### config.mk
export PLATFORM = sky130hd
export DESIGN_NAME = config_readback
export DESIGN_NICKNAME = d
export VERILOG_FILES = /design/src/rtl/config_readback.sv
export SDC_FILE = /design/constraint.sdc
export NUM_CORES = 1
export LEC_CHECK = 0
export BUFFER_PORTS_ARGS = -buffer_cell sky130_fd_sc_hd__buf_2
export CORE_AREA = 2 2 227 229
export CTS_BUF_LIST = sky130_fd_sc_hd__clkbuf_4 sky130_fd_sc_hd__clkbuf_8
export DETAILED_ROUTE_END_ITERATION = 6
export DIE_AREA = 0 0 229 231
export GPL_TIMING_DRIVEN = 1
export PLACE_DENSITY = 0.42
export SETUP_SLACK_MARGIN = 0.5
export SLEW_MARGIN = 20
export SYNTH_ARGS = -nofsm -noshare
export SYNTH_HDL_FRONTEND = slang
export SYNTH_SLANG_ARGS = --single-unit
### constraint.sdc
create_clock -name clk -period 1.9 [get_ports clk]
set_input_delay 0 -clock clk [delete_from_list [all_inputs] [get_ports clk]]
set_output_delay 0 -clock clk [all_outputs]
set_load 0.05 [all_outputs]
### src/rtl/config_readback.sv
// Read-back scanner for the configuration latch banks: captures each bank word from the top bank down,
// exposes it as two 32-bit bus halves and keeps a running XOR checksum of every captured word.
module config_readback #(
    parameter int DEPTH = 8,
    parameter int WIDTH = 64
) (
    input  logic                   clk,
    input  logic                   rst_n,
    input  logic                   debug_wr,
    input  logic                   debug_rd,
    input  logic [5:0]             address,
    input  logic [31:0]            data_in,
    input  logic [DEPTH*WIDTH-1:0] bank_data,
    output logic [31:0]            data_out,
    output logic                   busy
);

    localparam int IDX_BITS = (DEPTH > 1) ? $clog2(DEPTH) : 1;

    typedef enum logic [1:0] {
        IDLE    = 2'd0,
        CAPTURE = 2'd1,
        READY   = 2'd2
    } state_t;

    state_t              state_r, state_s;
    logic [IDX_BITS-1:0] index_r, index_s;
    logic [WIDTH-1:0]    shadow_r, shadow_s;
    logic [31:0]         csum_r, csum_s;
    logic                start_s;
    logic                advance_s;
    logic [WIDTH-1:0]    bank_word_s;
    logic [63:0]         shadow_ext_s;
    logic                unused_s;

    // Folds a bank word into 32 bits: low half XOR zero-extended upper half.
    function automatic logic [31:0] fold_word(input logic [WIDTH-1:0] word);
        logic [63:0] ext;
        ext = 64'(word);
        return ext[31:0] ^ ext[63:32];
    endfunction

    assign start_s      = debug_wr && (address == 6'h18) && data_in[0];
    assign advance_s    = debug_rd && (address == 6'h14) && (state_r == READY);
    assign bank_word_s  = bank_data[int'(index_r) * WIDTH +: WIDTH];
    assign shadow_ext_s = 64'(shadow_r);
    assign busy         = (state_r != IDLE);
    assign unused_s     = ^data_in[31:1];

    // Next-state logic; a start strobe restarts the scan from any state.
    always_comb begin
        state_s  = state_r;
        index_s  = index_r;
        shadow_s = shadow_r;
        csum_s   = csum_r;
        if (start_s) begin
            state_s = CAPTURE;
            index_s = IDX_BITS'(DEPTH - 1);
            csum_s  = 32'h0;
        end else begin
            case (state_r)
                IDLE: begin
                    state_s = IDLE;
                end
                CAPTURE: begin
                    shadow_s = bank_word_s;
                    csum_s   = csum_r ^ fold_word(bank_word_s);
                    state_s  = READY;
                end
                READY: begin
                    if (advance_s) begin
                        if (index_r == '0) begin
                            state_s = IDLE;
                        end else begin
                            index_s = index_r - IDX_BITS'(1);
                            state_s = CAPTURE;
                        end
                    end else begin
                        state_s = READY;
                    end
                end
                default: begin
                    state_s = IDLE;
                end
            endcase
        end
    end

    // State registers; reset clears any partial scan immediately.
    always_ff @(posedge clk or negedge rst_n) begin
        if (!rst_n) begin
            state_r  <= IDLE;
            index_r  <= '0;
            shadow_r <= '0;
            csum_r   <= 32'h0;
        end else begin
            state_r  <= state_s;
            index_r  <= index_s;
            shadow_r <= shadow_s;
            csum_r   <= csum_s;
        end
    end

    // Bus read mux; data_out follows address combinationally.
    always_comb begin
        data_out = 32'h0;
        case (address)
            6'h10:   data_out = shadow_ext_s[31:0];
            6'h14:   data_out = shadow_ext_s[63:32];
            6'h18:   data_out = {24'h0, 6'(index_r), (state_r == READY), (state_r != IDLE)};
            6'h1C:   data_out = csum_r;
            default: data_out = 32'h0;
        endcase
    end

endmodule

Yosys cells after proc, flatten, opt, wreduce, memory -nomap -nowiden
Index checks and enable logic that the tools add are counted.
Widths: inputs -> output; s select.

storage, ports and cells
  register bits after elaboration = 101
  output and inout bits = 33

cells by class
  shifts and indexed selects = 1
  equal/unequal tests = 7
  add/sub/neg operators = 1
  bitwise operators = 3
  mux-type cells = 11
  reduce and logical (&&, ||, !) cells = 11

operator list
  kind                 count
  $shiftx 512x10->64   1
  $pmux 32 s4          1
  $mux 32              2
  $xor 32x32->32       2
  $eq 6x5->1 const B   4
  $mux 3               4
  $reduce_bool 2->1    4
  $logic_and 1x1->1    4
  $mux 2               2
  $pmux 2 s2           1
  $logic_not 3->1      1
  $reduce_and 3->1     1
  $sub 3x1->3 const B  1
  $eq 2x1->1 const B   1
  $eq 2x2->1 const B   1
  $ne 2x2->1 const B   1
  $reduce_and 2->1     1
  $mux 1               1
  $not 1->1            1

Longest topological paths before layout
Gate-level depths: netlist (run 1).

  word-level depth = 6
  depth in mapped cells = 8
  gate-level depth less buffers = 6

Worst setup path before layout (run 1)
Ideal clock, no wire load.

  path kind = register to register
  start point = reg index_r[0]
  end point = reg csum_r[25]
  path slack = -0.188 ns
  arrival = 1.968 ns
  setup time = 0.120 ns
  stages on the path, launching flop included = 8
  path buffers = 2
  required time = 1.780 ns
  cells stage by stage = dfrtp_1 > buf_2 > buf_2 > mux4_2 > mux2i_1 > xor2_1 > a21oi_1 > a31o_2

between the ends
  cells in the longest elaborated chain, start to end = 5

ends and longest elaborated chain
  what                      RTL line  source
  start: declaration        27        logic [IDX_BITS-1:0] index_r, index_s;
  start signal: assignment  98        index_r <= index_s;
  $shiftx 512x10->64        45        assign bank_word_s = bank_data[int'(index_r) * WIDTH +: WIDTH];
  $xor 32x32->32            40        return ext[31:0] ^ ext[63:32];
  $xor 32x32->32            67        csum_s = csum_r ^ fold_word(bank_word_s);
  $mux 32                   61        case (state_r)
  $mux 32                   56        if (start_s) begin
  end signal: assignment    100       csum_r <= csum_s;
  end: declaration          29        logic [31:0] csum_r, csum_s;

No other way between the ends. The select of a mux whose other input is x is not followed.
A chain may end at the register's enable or synchronous reset.

Worst setup path after layout (run 1)
  start point = reg index_r[0]
  end point = reg csum_r[7]

The elaborated chain is that of the path after synthesis.

==> impl_metrics.py, run 1 <==
metrics = {
    "timing": {
        "fin_tns_setup_ns": -12.09,
        "fin_crit_ns": 2.32,
        "finalWorstSetupSlack_ns": -0.416,
        "skew_ns": 0.0182,
        "hold_violations": 0,
        "slew_headroom_pct": 58.6,
        "finalCritPeriodShare_pct": 122,
        "timing.hold.ws_ns": 0.103,
        "rsz0062_at_grt": "yes",
        "worstMarginPinSlew_ns": 0.621,
        "fmax_mhz": 432,
        "setup_viol": 48,
        "drv_slew": 0,
    },
    "drt": {
        "drt_pass1_iterations": 6,
        "routed_wl_um": 39800,
        "viasPerCell": 4.34,
        "drcViolationCount": 0,
        "ant_nets": 0,
        "wl_per_cell_um": 18.8,
        "drtIter0Drc": 314,
        "vias": 9214,
    },
    "synthesis": {
        "synth_flop_cell": "dfrtp_1",
        "synth.most_common_cell": "nand2_1",
        "async_flop_share_pct": 100,
        "yosysSeqAreaShare_pct": 29.0,
        "ys_seq_elements": 101,
        "synth_area_leader_cell": "mux4_2",
        "synthTopCellsByArea": "mux4_2, dfrtp_1, mux2i_1, nand2_1, o21ai_0",
        "synth_top_area_share_pct": 33.1,
        "ys_warn_count": 0,
        "syn_inst": 785,
        "synth_nets": 1344,
        "synth_cell_types": 30,
        "synth-edff-count": 0,
        "ys_top_cells_by_count": "nand2_1, mux4_2, dfrtp_1, mux2i_1, o21ai_0",
        "synth_area_um2": 8710,
        "syn_area_per_cell_um2": 11.1,
    },
    "setup_path": {
        "critPathMaxFanout": 7,
        "crit_path_end_kind": "flip-flop",
        "cp.required_ns": 2.21,
        "cp.arrival_ns": 2.63,
        "start_kind": "flip-flop",
        "path_cells": "buf_12 > buf_12 > buf_16 > buf_8 > mux4_2 > mux2i_2 > xor2_1 > a21oi_1 > a31o_2",
        "slowest_stage": "dfrtp_4",
        "cpPeakStageDelay_ns": 0.52,
        "path_common_cell": "buf_12",
        "critPathKind": "flip-flop to flip-flop",
    },
    "global_routing": {
        "grt_pass1_vias": 9778,
        "antenna_found_initial": 7,
        "grt_usage_pct": 14.7,
        "grt_max_degree": 102,
        "grt_overflow": 0,
        "grtUsageMet3_pct": 2.93,
        "grt_use_met1_pct": 18.6,
        "grt_pass1_wl_um": 58800,
        "grt_busiest_layer": "met2",
        "grt_util_met2_pct": 25.7,
    },
    "floorplanning": {
        "die_w_um": 229,
        "io_pins": 587,
        "die_h_um": 231,
        "die-area_um2": 52900,
        "coreArea_um2": 50700,
        "core.rowCount": 83,
        "start_util_pct": 17.2,
    },
    "worst_hold_path": {
        "hp-class": "input pin to flip-flop",
    },
    "cts": {
        "clockBufferDepth": 2,
        "numCtsBuffers": 9,
        "cts.sinks": 101,
        "clock_latency_ns": 0.43,
        "clk_pin_slew_ns": 0.11,
        "cts_tree": "done",
        "cts_htree_levels": 3,
        "root_buffer": "clkbuf_8",
    },
    "job": {
        "max_cap_violations": 0,
    },
    "finish": {
        "multi_input_area_um2": 7170,
        "area_growth_pct": 84.8,
        "nets": 1989,
        "nFillCells": 5260,
        "final_cells": 2121,
        "drive_gt1_share_pct": 75.1,
        "regArea_um2": 2540,
        "post-route-util_pct": 31.8,
    },
    "power_and_ir_drop": {
        "power.density_nw_per_um2": 461,
        "p_leak_nw": 7.39,
        "peakVddDrop_v": 0.000260,
    },
    "placed_design": {
        "dp.cells": 2023,
        "place_congestion": 0.822,
        "dp_hpwl_um": 29700,
        "io_buffers": 555,
    },
    "run_status": {
        "status": "complete, but fails checks",
        "violations": "negative setup slack",
    },
}
-- final timing paths --
check                                 start                to  slack, ns  cells after the start
setup / recovery                 index_r[0]         csum_r[7]      -0.42                      9
hold / removal               bank_data[290]  shadow_ext_s[34]       0.10                      4
setup reg to reg                 index_r[0]         csum_r[7]      -0.42                      9
hold reg to reg            shadow_ext_s[28]  shadow_ext_s[28]       0.49                      2
max in group asynchronous             rst_n        index_r[2]       1.24                      3
min in group asynchronous             rst_n  shadow_ext_s[27]       0.18                      3
-- layout by cell type (no fill, tap or decap), drive strengths merged, types with 2 or more instances in the layout --
cell / count
buf: 702
nand2: 129
mux4: 128
dfrtp: 101
o21ai: 64
mux2i: 64
a22oi: 37
nor2: 33
nand2b: 33
a21oi: 33
a31o: 32
xor2: 32
clkbuf: 17
diode: 6
inv: 6
ha: 5
nor3b: 2
dlygate4sd3: 2
nor3: 2
clkinv: 2
-- registers in the layout (all words and copies together) (netlist names) --
signal        flops
state_r           2
csum_r           32
shadow_ext_s     64
index_r           3
-- timing repair --
| action | in CTS | in global routing |
|---|---|---|
| hold endpoints to repair | 104 | 0 |
| pin swaps | 50 | 31 |
| resized for setup | 317 | 69 |
| setup endpoints to repair | 133 | 133 |
| hold buffers | 2 | 0 |
| setup buffers | 39 | 21 |
| cloned | 12 | 2 |
-- critical path: cells and delay by family, from the launching register on --
family | cells | cell delay, ns
xor+xnor | 1 | 0.20
flops | 1 | 0.52
compound gates | 2 | 0.29
buf+inv | 4 | 0.54
mux | 2 | 0.63
-- routing by layer --
metal	vias to the layer above	routed length (um)
li1	4310	-
met4	2	584
met5	-	13
met1	4573	16700
met2	302	20500
met3	27	1980
-- metrics by stage --
stage	instance area, um^2	worst slack [ns]	total power [mW]
2_1_floorplan	9290	-0.0763	4.03
3_3_place_gp	13400	-0.410	5.21
3_5_place_dp	13400	-0.407	5.24
4_1_cts	15500	-0.403	7.34
5_1_grt	16100	-0.498	7.93
6_report	16100	-0.416	7.42
-- kinds of logic after synthesis --
kind of cell             share of synthesized area [%]
multiplexers                                      40.5
buffers and inverters                             3.79
AND/OR/NAND/NOR                                   10.4
adder cells (fa/ha/maj)                          0.718
XOR/XNOR                                          3.32
AO/OA/AOI/OAI                                     12.3
flip-flops                                        29.0
-- cell type report --
type	count	area share [%]
diodes	6	0.0933
repair buffers	707	32.8
clock inverters	1	0.0311
clock buffers	15	1.17
flip-flops and latches	101	15.8
inverters	7	0.358
multi-input cells	604	44.5
well taps	680	5.29
-- power breakdown --
part	switching [mW]	total [mW]	internal [mW]	leakage [nW]
clock network	0.844	1.47	0.629	0.104
logic	1.43	3.41	1.98	5.92
registers	0.177	2.53	2.36	1.37
total	2.45	7.42	4.96	7.39
Power figures use the tool's default switching activity.
==> run 2, diff against run 1 <==
--- a/config.mk
+++ b/config.mk
@@ -12,7 +12,7 @@
 export DIE_AREA = 0 0 229 231
 export GPL_TIMING_DRIVEN = 1
 export PLACE_DENSITY = 0.42
-export SETUP_SLACK_MARGIN = 0.5
+export SETUP_SLACK_MARGIN = 0.2
 export SLEW_MARGIN = 20
 export SYNTH_ARGS = -nofsm -noshare
 export SYNTH_HDL_FRONTEND = slang
==> run 2 against run 1 <==
  * Count of clock-buffer cells in the layout decreased by 5
  * Die area unchanged
  * The flow still finishes with violations (negative setup slack)
  * Combinational power about the same
  * Total power increased by 2.1%
  * Via count decreased by 0.84%
  * Non-clock buffer count decreased by 32
  * Sequential cell count unchanged
  * Global-route usage decreased by 0.69 points
  * Clock skew decreased by 0.0056 ns
  * Critical path type unchanged
  * Core utilization decreased by 2.6 points
  * Critical path depth decreased by 1
==> impl_metrics.py, run 2 (synthesized netlist as in run 1, its figures left out) <==
metrics = {
    "floorplanning": {
        "io_pins": 587,
        "coreArea_um2": 50700,
        "start_util_pct": 17.2,
        "die_w_um": 229,
        "die_h_um": 231,
        "die-area_um2": 52900,
        "core.rowCount": 83,
    },
    "run_status": {
        "violations": "negative setup slack",
        "status": "complete, but fails checks",
    },
    "cts": {
        "cts_htree_levels": 3,
        "root_buffer": "clkbuf_8",
        "clk_pin_slew_ns": 0.11,
        "cts_tree": "done",
        "clockBufferDepth": 2,
        "cts.sinks": 101,
        "clock_latency_ns": 0.41,
        "numCtsBuffers": 9,
    },
    "setup_path": {
        "ff2ff_path_depth": 8,
        "critPathMaxFanout": 18,
        "path_cells": "buf_12 > buf_12 > mux4_2 > mux2i_1 > buf_4 > xor2_2 > a21oi_1 > a31o_2",
        "slowest_stage": "mux4_2",
        "start_kind": "flip-flop",
        "critPathKind": "flip-flop to flip-flop",
        "cpPeakStageDelay_ns": 0.51,
        "cp.arrival_ns": 2.55,
        "crit_path_end_kind": "flip-flop",
        "cp.required_ns": 2.22,
        "path_common_cell": "buf_12",
    },
    "timing": {
        "hold_violations": 0,
        "timing.hold.ws_ns": 0.102,
        "finalWorstSetupSlack_ns": -0.332,
        "finalCritPeriodShare_pct": 117,
        "rsz0062_at_grt": "yes",
        "slew_headroom_pct": 75.3,
        "skew_ns": 0.0126,
        "fin_crit_ns": 2.23,
        "drv_slew": 0,
        "setup_viol": 33,
        "fin_tns_setup_ns": -8.40,
        "worstMarginPinSlew_ns": 0.371,
        "fmax_mhz": 448,
    },
    "global_routing": {
        "grt_pass1_wl_um": 56400,
        "grt_overflow": 0,
        "grt_max_degree": 67,
        "grt_usage_pct": 14.0,
        "antenna_found_initial": 5,
        "grt_pass1_vias": 9545,
    },
    "finish": {
        "area_growth_pct": 69.6,
        "final_area_um2": 14800,
        "largest_reg_flops": 64,
        "final_cell_mix": "buf_2, mux4_2, nand2_1",
        "nets": 1957,
        "final_common_cell": "buf_2",
        "drive_gt1_share_pct": 69.0,
        "final_cells": 2085,
    },
    "placed_design": {
        "io_buffers": 555,
        "dp.cells": 2028,
        "place_congestion": 0.815,
        "dp_hpwl_um": 29200,
        "placed_area_um2": 13000,
    },
    "drt": {
        "wl_per_cell_um": 18.9,
        "viasPerCell": 4.38,
        "routed_wl_um": 39300,
        "drtIter0Drc": 365,
        "vias": 9137,
        "drcViolationCount": 0,
        "drt_pass1_iterations": 5,
        "ant_nets": 0,
    },
    "power_and_ir_drop": {
        "power.density_nw_per_um2": 513,
        "peakVddDrop_v": 0.000281,
        "p_leak_nw": 6.72,
    },
    "worst_hold_path": {
        "hp-class": "input pin to asynchronous set/reset pin",
    },
    "job": {
        "max_cap_violations": 0,
    },
}
-- run 2: cell count changes in the layout (fill, tap and decap cells not counted), sizes merged --
cell,change
buf,-40
bufinv,+2
clkbuf,+3
clkinv,-1
clkinvlp,+1
diode,-4
inv,+3
-- run 2: cell type report --
class	instances	area, um^2
antenna	2	5.00
clock buffer	10	138
clock inverter	6	93.8
fill	5373	35900
inverter	7	38.8
multi-input combinational	604	6610
sequential	101	2540
tap	680	851
timing repair buffer	675	4500
-- run 2: stage by stage --
stage	setup WS, ns	total power [mW]	util, %
after floorplan	-0.0763	3.97	-
after global placement	-0.383	5.15	25.7
after detailed placement	-0.395	5.18	25.7
after CTS	-0.339	7.48	27.6
after global routing	-0.416	8.05	29.1
final	-0.332	7.57	29.1
-- run 2: timing repair --
action                                 4_1_cts  5_1_grt
setup buffers                               11       15
resized for setup                          113      124
pin swaps                                    9       46
endpoints found under the hold margin      103        0
hold buffers                                 2        0
setup endpoints to repair                  127      128
cloned                                       6        5
-- run 2: power breakdown --
group / switching, mW / internal [mW]
registers: 0.158 / 2.36
clock network: 0.892 / 0.790
logic: 1.44 / 1.94
total: 2.49 / 5.09
-- run 2: metal layers --
layer	GRT usage (%)	wire length, um	up-vias
met5	0	21	-
met2	24.0	19400	353
met4	5.15	973	4
met1	17.5	16700	4507
li1	-	-	4226
met3	2.71	2260	47
-- run 2: critical path: cells and delay by family, from the launching register on --
family	cells	cell delay (ns)
AOI/OAI and AO/OA	2	0.29
buffers and inverters	3	0.48
DFF	1	0.47
muxes	2	0.70
xor gates and xnor gates	1	0.15
-- run 2: worst paths after layout --
path	endpoint	slack, ns	from
hold reg to reg	shadow_ext_s[22]	0.49	shadow_ext_s[22]
max in group asynchronous	shadow_ext_s[10]	1.45	rst_n
min in group clk	state_r[0]	0.10	debug_wr
setup / recovery	csum_r[15]	-0.33	index_r[0]
setup reg to reg	csum_r[15]	-0.33	index_r[0]
hold / removal	shadow_ext_s[27]	0.10	rst_n
==> run 3, diff against run 2 <==
--- a/config.mk
+++ b/config.mk
@@ -6,12 +6,12 @@
 export NUM_CORES = 1
 export LEC_CHECK = 0
 export BUFFER_PORTS_ARGS = -buffer_cell sky130_fd_sc_hd__buf_2
-export CORE_AREA = 2 2 227 229
+export CORE_AREA = 2 2 228 230
 export CTS_BUF_LIST = sky130_fd_sc_hd__clkbuf_4 sky130_fd_sc_hd__clkbuf_8
 export DETAILED_ROUTE_END_ITERATION = 6
-export DIE_AREA = 0 0 229 231
+export DIE_AREA = 0 0 230 232
 export GPL_TIMING_DRIVEN = 1
-export PLACE_DENSITY = 0.42
+export PLACE_DENSITY = 0.41
 export SETUP_SLACK_MARGIN = 0.2
 export SLEW_MARGIN = 20
 export SYNTH_ARGS = -nofsm -noshare
==> constraint.sdc (replaced) <==
create_clock -name clk -period 2.88 [get_ports clk]
set_input_delay 0 -clock clk [delete_from_list [all_inputs] [get_ports clk]]
set_output_delay 0 -clock clk [all_outputs]
set_load 0.05 [all_outputs]
==> run 3 against run 2 <==
  * The run now ends clean
  * Combinational power down 53%
  * Core utilization down 4.1 points
  * Via count down 6.0%
  * Register-to-register slack better by 0.75 ns
  * Routed wire length down 9.2%
  * Global-route usage down 1.1 points
  * Critical path depth down 1
==> impl_metrics.py, run 3 (synthesized netlist as in run 1, its figures left out) <==
metrics = {
    "finish": {
        "post-route-util_pct": 25.0,
        "nFillCells": 5530,
        "largest_reg_flops": 64,
        "final_cell_mix": "buf_2, nand2_1, mux4_2",
        "final_area_um2": 12700,
        "area_growth_pct": 46.2,
        "drive_gt1_share_pct": 58.8,
        "final_common_cell": "buf_2",
        "nets": 1868,
    },
    "cts": {
        "cts-resized-gates": 0,
        "root_buffer": "clkbuf_8",
        "cts_tree": "done",
        "cts_htree_levels": 3,
        "cts.sinks": 101,
        "numCtsBuffers": 9,
        "clockBufferDepth": 2,
        "clk_pin_slew_ns": 0.11,
        "clock_latency_ns": 0.41,
    },
    "drt": {
        "ant_nets": 0,
        "wl_per_cell_um": 17.9,
        "drcViolationCount": 0,
        "viasPerCell": 4.30,
        "routed_wl_um": 35700,
        "vias": 8591,
        "drtIter0Drc": 316,
        "drt_pass1_iterations": 5,
    },
    "timing": {
        "slew_headroom_pct": 42.7,
        "drv_slew": 0,
        "fin_tns_setup_ns": 0,
        "rsz0062_at_grt": "no",
        "finalCritPeriodShare_pct": 85.3,
        "worstMarginPinSlew_ns": 0.860,
        "skew_ns": 0.0134,
        "hold_violations": 0,
        "fmax_mhz": 407,
        "timing.hold.ws_ns": 0.0982,
        "setup_viol": 0,
        "fin_crit_ns": 2.46,
    },
    "setup_path": {
        "critPathMaxFanout": 19,
        "cpPeakStageDelay_ns": 0.57,
        "cp.required_ns": 3.18,
        "critPathKind": "flip-flop to flip-flop",
        "crit_path_end_kind": "flip-flop",
        "path_cells": "buf_12 > buf_12 > mux4_2 > mux2i_1 > xor2_1 > a21oi_1 > a31o_2",
        "start_kind": "flip-flop",
        "cp.arrival_ns": 2.76,
        "path_common_cell": "buf_12",
        "slowest_stage": "dfrtp_4",
    },
    "job": {
        "max_cap_violations": 0,
    },
    "power_and_ir_drop": {
        "p_leak_nw": 6.27,
        "peakVddDrop_v": 0.000231,
        "power_mw": 4.31,
        "power.density_nw_per_um2": 338,
    },
    "floorplanning": {
        "die-area_um2": 53400,
        "core.rowCount": 83,
        "die_h_um": 232,
        "start_util_pct": 17.1,
        "coreArea_um2": 50900,
        "io_pins": 587,
        "die_w_um": 230,
    },
    "global_routing": {
        "grt_pass1_wl_um": 52900,
        "grt_usage_pct": 13.0,
        "grt_overflow": 0,
        "grt_pass1_vias": 9036,
        "grt_max_degree": 129,
        "antenna_found_initial": 5,
    },
    "placed_design": {
        "dp_hpwl_um": 28500,
        "io_buffers": 555,
        "place_congestion": 0.794,
        "placed_area_um2": 12500,
    },
    "worst_hold_path": {
        "hp-class": "input pin to flip-flop",
    },
    "run_status": {
        "status": "complete, no violations",
    },
}
==> run 3: layout make-up <==
type / count / area (um^2) / share of cell area [%]
Antenna cell: 6 / 15.0 / 0.118
Clock buffer: 12 / 159 / 1.25
Clock inverter: 4 / 70.1 / 0.550
Inverter: 7 / 28.8 / 0.226
Multi-Input combinational cell: 604 / 5880 / 46.2
Sequential cell: 101 / 2530 / 19.9
Tap cell: 680 / 851 / 6.68
Timing Repair Buffer: 586 / 3190 / 25.1
==> run 3: worst max-delay path: cells and delay by family, from the launching register on <==
kind / cells / cell delay (ns)
AOI/OAI and AO/OA: 2 / 0.31
xor gates and xnor gates: 1 / 0.24
buffers and inverters: 2 / 0.44
DFF: 1 / 0.57
muxes: 2 / 0.77
==> run 3: stage by stage <==
step	worst slack (ns)	instances
after floorplan	0.792	785
after global placement	0.385	1976
after detailed placement	0.376	1976
after CTS	0.345	1994
after global routing	0.248	1995
final	0.422	2000
==> run 3: where the power goes <==
part           internal (mW)  switching [mW]  leakage [nW]  total, mW
clock network          0.545           0.548         0.120       1.09
registers               1.55          0.0892          1.37       1.64
logic                  0.857           0.719          4.78       1.58
==> run 3: layer usage <==
layer	vias up	global-route usage [%]	wire, um
met5	-	0	27
li1	4054	-	-
met4	4	3.29	578
met1	4172	16.1	15000
met2	329	22.6	17900
met3	32	3.05	2250
==> run 3: final timing paths <==
kind / startpoint / end / slack [ns] / depth (start not counted)
worst max-delay path: index_r[0] / csum_r[9] / 0.42 / 7
worst min-delay path: address[3] / state_r[0] / 0.1 / 4
worst max register to register: index_r[0] / csum_r[9] / 0.42 / 7
worst min register to register: shadow_ext_s[17] / shadow_ext_s[17] / 0.49 / 2
max in group asynchronous: rst_n / csum_r[9] / 1.91 / 3
min in group asynchronous: rst_n / shadow_ext_s[52] / 0.23 / 2
==> run 3: timing repair <==
| item | 4_1_cts | 5_1_grt |
|---|---|---|
| setup buffers | 0 | 0 |
| endpoints found under the hold margin | 54 | 0 |
| hold buffers | 2 | 0 |
